### config.mk
export PLATFORM = sky130hd
export DESIGN_NAME = instr_fetch_unit
export DESIGN_NICKNAME = d
export VERILOG_FILES = /design/src/rtl/instr_fetch_unit.sv
export SDC_FILE = /design/constraint.sdc
export NUM_CORES = 1
export LEC_CHECK = 0
export CAP_MARGIN = 20
export CELL_PAD_IN_SITES_DETAIL_PLACEMENT = 0
export CELL_PAD_IN_SITES_GLOBAL_PLACEMENT = 1
export CORE_ASPECT_RATIO = 0.6
export CORE_MARGIN = 5
export CORE_UTILIZATION = 41
export CTS_CLUSTER_DIAMETER = 200
export CTS_CLUSTER_SIZE = 40
export DETAILED_ROUTE_END_ITERATION = 16
export DONT_BUFFER_PORTS = 1
export GPL_TIMING_DRIVEN = 0
export PLACE_DENSITY = 0.85
export SYNTH_ARGS = -nofsm -noshare
export SYNTH_HDL_FRONTEND = slang
export SYNTH_SLANG_ARGS = --single-unit
### constraint.sdc
create_clock -name clk -period 2.1 [get_ports clk]
set_clock_uncertainty 0.1 [all_clocks]
set_input_delay 0.63 -clock clk [delete_from_list [all_inputs] [get_ports clk]]
set_output_delay 0.63 -clock clk [all_outputs]
set_load 0.01 [all_outputs]
### src/rtl/instr_fetch_unit.sv
// -----------------------------------------------------------------------------
// instr_fetch_unit
//
// Fetch stage of the RV32I core. Owns the program counter, issues one
// instruction-memory request at a time over a valid/ready port, and holds the
// returned word (with its PC) for the decode stage until decode accepts it.
// Branch/jump redirects replace the PC at any point; a fetch already in flight
// when a redirect lands is allowed to complete and its data is thrown away.
//
// Ports
//   clk, rst              clock, synchronous active-high reset
//   imem_req_valid/ready  fetch request handshake
//   imem_addr             fetch address, always equal to the PC
//   imem_rsp_valid/data   one-cycle response pulse with the instruction word
//   instr_valid/ready     decode handshake
//   instr, instr_pc       held instruction word and its address
//   opcode                instr[6:0] for the control decoder
//   redirect_valid/pc     branch/jump target (low two bits dropped)
//   fetch_count           number of completed decode handshakes (wraps)
// -----------------------------------------------------------------------------
module instr_fetch_unit #(
    parameter logic [31:0] RESET_PC = 32'h0000_0000
) (
    input  logic        clk,
    input  logic        rst,
    output logic        imem_req_valid,
    input  logic        imem_req_ready,
    output logic [31:0] imem_addr,
    input  logic        imem_rsp_valid,
    input  logic [31:0] imem_rsp_data,
    output logic        instr_valid,
    input  logic        instr_ready,
    output logic [31:0] instr,
    output logic [31:0] instr_pc,
    output logic [6:0]  opcode,
    input  logic        redirect_valid,
    input  logic [31:0] redirect_pc,
    output logic [31:0] fetch_count
);

    // REQ : request outstanding on the port, waiting for imem_req_ready
    // WAIT: request accepted, response not yet returned
    // HOLD: instruction presented to decode
    // DROP: response still owed for a fetch that a redirect made stale
    typedef enum logic [1:0] {
        S_REQ  = 2'd0,
        S_WAIT = 2'd1,
        S_HOLD = 2'd2,
        S_DROP = 2'd3
    } state_e;

    localparam logic [31:0] RESET_PC_ALIGNED = RESET_PC & ~32'h3;

    state_e      state_q, state_d;
    logic [31:0] pc_q, pc_d;
    logic [31:0] instr_q, instr_d;
    logic [31:0] instr_pc_q, instr_pc_d;
    logic [31:0] fetch_count_q, fetch_count_d;
    logic [31:0] redirect_tgt;

    assign redirect_tgt = redirect_pc & ~32'h3;

    // Outputs decode only from state (plus reset masking on the request), so
    // there is no combinational path from redirect/instr_ready to the port.
    assign imem_req_valid = (state_q == S_REQ) && !rst;
    assign imem_addr      = pc_q;
    assign instr_valid    = (state_q == S_HOLD);
    assign instr          = instr_q;
    assign instr_pc       = instr_pc_q;
    assign opcode         = instr_q[6:0];
    assign fetch_count    = fetch_count_q;

    always_comb begin
        // NOTE: every next-state value starts as "hold" so that branches which
        // do not assign it cannot leave a latch behind.
        state_d       = state_q;
        pc_d          = pc_q;
        instr_d       = instr_q;
        instr_pc_d    = instr_pc_q;
        fetch_count_d = fetch_count_q;

        case (state_q)
            S_REQ: begin
                if (redirect_valid) begin
                    pc_d = redirect_tgt;
                    // An accepted request for the old PC still owes a response.
                    state_d = imem_req_ready ? S_DROP : S_REQ;
                end else if (imem_req_ready) begin
                    state_d = S_WAIT;
                end
            end

            S_WAIT: begin
                if (redirect_valid) begin
                    pc_d    = redirect_tgt;
                    state_d = imem_rsp_valid ? S_REQ : S_DROP;
                end else if (imem_rsp_valid) begin
                    instr_d    = imem_rsp_data;
                    instr_pc_d = pc_q;
                    pc_d       = pc_q + 32'd4;
                    state_d    = S_HOLD;
                end
            end

            S_DROP: begin
                if (redirect_valid) begin
                    pc_d = redirect_tgt;
                end
                if (imem_rsp_valid) begin
                    state_d = S_REQ;
                end
            end

            S_HOLD: begin
                if (instr_ready) begin
                    fetch_count_d = fetch_count_q + 32'd1;
                end
                if (redirect_valid) begin
                    pc_d = redirect_tgt;
                end
                // A redirect without instr_ready flushes the held word unconsumed.
                if (instr_ready || redirect_valid) begin
                    state_d = S_REQ;
                end
            end

            default: state_d = S_REQ;
        endcase
    end

    always_ff @(posedge clk) begin
        // NOTE: state registers use non-blocking assignments so every register
        // samples the pre-edge values regardless of statement order.
        if (rst) begin
            state_q       <= S_REQ;
            pc_q          <= RESET_PC_ALIGNED;
            instr_q       <= 32'd0;
            instr_pc_q    <= 32'd0;
            fetch_count_q <= 32'd0;
        end else begin
            state_q       <= state_d;
            pc_q          <= pc_d;
            instr_q       <= instr_d;
            instr_pc_q    <= instr_pc_d;
            fetch_count_q <= fetch_count_d;
        end
    end

endmodule

==> results.sh, run 1 <==
export IMPL_status="completed"
export IMPL_cpPeakStageDelay_ns=0.55
export IMPL_synth_seq_cells=126
export IMPL_portBuffers=0
export IMPL_yosysUniqueCellTypes=61
export IMPL_yosys_area_share_simple_pct=27.6
export IMPL_antenna_found_initial=1
export IMPL_ys_warn_count=0
export IMPL_synth_compound_area_share_pct=17.9
export IMPL_ir_drop_uv=368
export IMPL_arrival_ns=2.27
export IMPL_cts_tree="built"
export IMPL_coreArea_um2=13800
export IMPL_worst_slew_pin_transition_ns=0.810
export IMPL_ctsLongestPathBuffers=2
export IMPL_max_freq_ghz=0.482
export IMPL_critPathRequiredTime_ns=2.30
export IMPL_gp_congestion=0.871
export IMPL_layout_common_cells="nand2_1 (147), dfxtp_1 (93), a21oi_1 (76)"
export IMPL_htreeDepth=4
export IMPL_dp_slack_ns=-0.590
export IMPL_yosysTopAreaCell="dfxtp_1"
export IMPL_crit_slowest_cell="or4_4"
export IMPL_syn_area_um2=5820
export IMPL_synth_xor_area_share_pct=2.86
export IMPL_final_common_cell="nand2_1"
export IMPL_relSlewSlack_pct=46.0
export IMPL_holdWs_ns=0.249
export IMPL_critPathKind="flip-flop to flip-flop"
export IMPL_period_needed_ns=2.07
export IMPL_hpwl_um=14700
export IMPL_finalWirelength_um=20200
export IMPL_yosysSeqAreaShare_pct=43.3
export IMPL_async_reset_ff_share_pct=0
export IMPL_setup_slack_ns=0.0270
export IMPL_finalHoldViolations=0
export IMPL_clk_latency_ns=0.41
export IMPL_hold_path_class="primary input to flip-flop"
export IMPL_synth_flop_cell="dfxtp_1"
export IMPL_nets=822
export IMPL_grt_ovfl_total=0
export IMPL_clkSlewWorstSetupHoldPaths_ns=0.06
export IMPL_synthMuxAreaShare_pct=1.48
export IMPL_synth_top_family_by_area="simple AND/OR/NAND/NOR gates"
export IMPL_num_fill_cells=1295
export IMPL_cts_root_buf="clkbuf_16"
export IMPL_synthAdderAreaFrac_pct=0.430
export IMPL_std_cell_rows=33
export IMPL_path_cells="nand4_1 > or4_4 > buf_6 > buf_6 > nor3_4 > mux2_4"
export IMPL_dieHeight_um=102
export IMPL_slew_viol_final=0
export IMPL_die_w_um=164
export IMPL_finalSetupViolations=0
export IMPL_drtIter0Drc=486
export IMPL_final_antenna_net_count=0
export IMPL_cts_num_sinks=126
export IMPL_wl_per_cell_um=21.1
export IMPL_io_pins=207
export IMPL_syn_inst=716
export IMPL_grt_max_degree=17
export IMPL_start_util_pct=42.2
export IMPL_grt_pass1_vias=5341
export IMPL_cp_top_family="simple AND/OR/NAND/NOR gates"
export IMPL_grt_pass1_wl_um=30100
export IMPL_area_delta_synth_final_pct=22.8
export IMPL_drc_errors=0
export IMPL_grt_util_all_layers_pct=23.1
export IMPL_die_area_um2=16800
export IMPL_cp_num_buf_inv=2
export IMPL_cp_start_kind="flip-flop"
export IMPL_p_per_area_nw_per_um2=857
export IMPL_p_leak_nw=2.44
export IMPL_hold_buffers=0
export IMPL_finalCritPeriodShare_pct=98.7
export IMPL_synth_avg_cell_area_um2=8.13
export IMPL_synth_edf_count=0
export IMPL_synthTopCellsByArea="dfxtp_1 (43%), nand2_1 (9.5%), a21oi_1 (6.7%)"
export IMPL_drive_gt1_share_pct=20.6
export IMPL_dr_pass1_iters=5
export IMPL_synth_top_area_share_pct=43.3
export IMPL_cpMostUsedCell="buf_6"
export IMPL_worst_path_max_fanout=10
export IMPL_routed_via_density=5.92
export IMPL_crit_path_end_kind="flip-flop"
export IMPL_cts_made_buffers=17
export IMPL_maxCapViolations=0
export IMPL_via_count=5656
[registers in the layout (all words and copies together), names as in the netlist]
register,count
instr_pc,30
fetch_count,32
state_q,2
imem_addr,30
instr,32
[report_power, final]
| group | internal [mW] | switching [mW] |
|---|---|---|
| combinational | 0.134 | 0.226 |
| clock | 2.06 | 1.12 |
| sequential | 2.44 | 0.140 |
[cell families after synthesis]
family,Yosys count
simple gates,323
compound gates,157
flops,126
buf+inv,80
xor+xnor,19
mux,8
fa+ha+maj,2
other cells,1
[final timing paths]
check | from | end | slack, ns | cells after the start
max | fetch_count[18] | fetch_count[30] | 0.03 | 6
min | imem_rsp_data[18] | instr[18] | 0.25 | 2
max reg2reg | fetch_count[18] | fetch_count[30] | 0.03 | 6
min reg2reg | instr[8] | instr[8] | 0.40 | 2
[repair_timing]
item	4_1_cts	5_1_grt
resized for setup	53	61
endpoints found under the setup margin	80	80
pin swaps	2	11
buffers inserted	4	10
hold endpoints to repair	0	0
[final cells by class]
type | instances | area, um2 | share of cell area (%)
Multi-Input combinational cell | 513 | 3140 | 43.9
Sequential cell | 126 | 2600 | 36.4
Clock buffer | 20 | 457 | 6.39
Buffer | 63 | 363 | 5.08
Tap cell | 192 | 240 | 3.36
Clock inverter | 12 | 183 | 2.56
Timing Repair Buffer | 14 | 105 | 1.47
Inverter | 15 | 56.3 | 0.788
Antenna cell | 1 | 2.50 | 0.0350
[through the flow]
step | power, mW | area (um2) | util [%] | instances | TNS [ns]
3_3_place_gp | 2.96 | 6080 | 44.1 | 911 | -22.85
4_1_cts | 6.17 | 6880 | 49.9 | 946 | -0.0177
3_5_place_dp | 2.98 | 6080 | 44.1 | 911 | -26.38
2_1_floorplan | 2.85 | 5840 | - | 719 | 0
5_1_grt | 6.34 | 7140 | 51.8 | 956 | -0.152
6_report | 6.12 | 7140 | 51.8 | 956 | 0
[synthesized netlist by cell type, types with 10 or more instances]
master    number
or3_1         13
dfxtp_1      126
nor4_1        11
buf_4         13
or4_1         10
nor3_1        11
nand4_1       17
o21ai_0       11
a21oi_1       78
clkbuf_1      40
nor2_1        47
nand2_1      147
nand3_1       22
inv_1         15
xnor2_1       14
a211oi_1      15
[routing by layer]
metal	GRT usage (%)	vias to the layer above	routed length, um
li1	-	2616	-
met3	10.1	19	2500
met1	29.8	2711	8630
met4	5.80	0	164
met5	0	-	0
met2	35.8	310	8920
Power figures use the tool's default switching activity.
==> run 2: changes to the inputs <==
Settings changed: CORE_UTILIZATION 41 to 42, CTS_BUF_LIST from default to sky130_fd_sc_hd__clkbuf_8, PLACE_DENSITY 0.85 to 0.86.
==> results.sh, run 2 (synthesis gave the netlist of run 1 again) <==
export IMPL_stdcell_area_um2=6860
export IMPL_via_count=5525
export IMPL_num_fill_cells=1295
export IMPL_max_freq_ghz=0.487
export IMPL_holdWs_ns=0.214
export IMPL_p_leak_nw=2.32
export IMPL_finalWirelength_um=19500
export IMPL_post_route_util_pct=50.3
export IMPL_ir_drop_uv=366
export IMPL_arrival_ns=2.29
export IMPL_hpwl_um=14600
export IMPL_start_util_pct=42.7
export IMPL_hold_path_class="primary input to flip-flop"
export IMPL_die_w_um=162
export IMPL_finalHoldViolations=0
export IMPL_final_common_cell="nand2_1"
export IMPL_cpMostUsedCell="buf_6"
export IMPL_rsz0062_at_grt="true"
export IMPL_holdPathStages=2
export IMPL_finalSetupViolations=0
export IMPL_grt_util_all_layers_pct=23.0
export IMPL_cts_num_sinks=126
export IMPL_finalCritPeriodShare_pct=97.8
export IMPL_maxCapViolations=0
export IMPL_fin_setup_tns_ns=0
export IMPL_grt_max_degree=17
export IMPL_p_per_area_nw_per_um2=787
export IMPL_critPathRequiredTime_ns=2.34
export IMPL_grt_ovfl_total=0
export IMPL_wl_per_cell_um=21.0
export IMPL_holdCritStartpoint="imem_rsp_data[30]"
export IMPL_reg2reg_depth=6
export IMPL_clkSlewWorstSetupHoldPaths_ns=0.08
export IMPL_nets=816
export IMPL_layout_common_cells="nand2_1 (146), dfxtp_1 (93), a21oi_1 (78)"
export IMPL_setup_slack_ns=0.0460
export IMPL_dp_slack_ns=-0.543
export IMPL_cts_made_buffers=17
export IMPL_r2r_start="fetch_count[13]"
export IMPL_path_cells="nand4_4 > or4_4 > buf_6 > buf_6 > nor3_4 > mux2_4"
export IMPL_grt_pass1_vias=5299
export IMPL_dr_pass1_iters=5
export IMPL_routed_via_density=5.93
export IMPL_portBuffers=0
export IMPL_drive_gt1_share_pct=19.8
export IMPL_critPathKind="flip-flop to flip-flop"
export IMPL_std_cell_rows=33
export IMPL_hold_path_end="instr[30]"
export IMPL_period_needed_ns=2.05
export IMPL_gp_congestion=0.882
export IMPL_status="completed"
export IMPL_die_area_um2=16400
export IMPL_crit_path_end_kind="flip-flop"
export IMPL_rrSetupSlack_ns=0.05
export IMPL_coreArea_um2=13600
export IMPL_drc_errors=0
export IMPL_clk_latency_ns=0.45
export IMPL_relSlewSlack_pct=41.8
export IMPL_cts_root_buf="clkbuf_8"
export IMPL_cpPeakStageDelay_ns=0.56
export IMPL_worst_slew_pin_transition_ns=0.873
export IMPL_cts_tree="built"
export IMPL_placed_cells=894
export IMPL_ctsLongestPathBuffers=2
export IMPL_crit_slowest_cell="or4_4"
export IMPL_cp_start_kind="flip-flop"
export IMPL_final_antenna_net_count=0
export IMPL_p_total_mw=5.40
export IMPL_htreeDepth=4
export IMPL_drtIter0Drc=447
export IMPL_stdcell_count=932
export IMPL_r2r_end="fetch_count[30]"
export IMPL_hold_buffers=0
export IMPL_slew_viol_final=0
export IMPL_antenna_found_initial=0
export IMPL_area_delta_synth_final_pct=17.9
export IMPL_diodes=0
export IMPL_io_pins=207
export IMPL_dieHeight_um=101
export IMPL_dpl_instance_area_um2=6060
export IMPL_worst_path_max_fanout=10
export IMPL_grt_pass1_wl_um=29700
-- run 2: worst max-delay path by stage --
stage                      endpoint  slack, ns            start  cells past startpoint
floorplan            imem_req_valid      0.001              rst                      4
finish              fetch_count[30]       0.05  fetch_count[13]                      6
detailed placement   imem_req_valid      -0.54              rst                      4
CTS                   imem_addr[27]     0.0002    imem_addr[17]                      5
global route        fetch_count[16]      -0.02   fetch_count[7]                      4
global placement     imem_req_valid      -0.55              rst                      4
-- run 2: timing repair --
item / 4_1_cts / 5_1_grt
cloned: 0 / 0
buffers inserted: 5 / 4
endpoints found under the setup margin: 92 / 80
gates resized for setup: 55 / 53
hold endpoints to repair: 0 / 0
pin swaps: 3 / 7
-- run 2: layout make-up --
type / count / area [um2] / share of cell area [%]
multi-input cells: 513 / 3090 / 45.0
flip-flops and latches: 126 / 2600 / 37.9
plain buffers: 62 / 379 / 5.53
clock buffers: 17 / 234 / 3.41
clock inverters: 15 / 220 / 3.21
well taps: 175 / 219 / 3.19
repair buffers: 9 / 67.6 / 0.985
inverters: 15 / 56.3 / 0.821
-- run 2: worst max-delay path: cells and delay by family (launching register included) --
kind | cells | cell delay, ns
buffers and inverters | 2 | 0.30
DFF | 1 | 0.40
muxes | 1 | 0.31
and+or+nand+nor | 3 | 0.84
-- run 2: report_power, final --
group	switching (mW)	total (mW)	internal, mW
Sequential	0.137	2.58	2.44
Combinational	0.223	0.361	0.138
Clock	1.05	2.46	1.41
Total	1.41	5.40	3.99
-- run 2: metal layers --
metal	GRT usage, %	part of all wire [%]	vias to the layer above
met4	7.41	1.4	0
met5	0	0	-
met1	31.2	45	2633
met3	8.74	11	29
li1	-	-	2608
met2	34.1	43	255
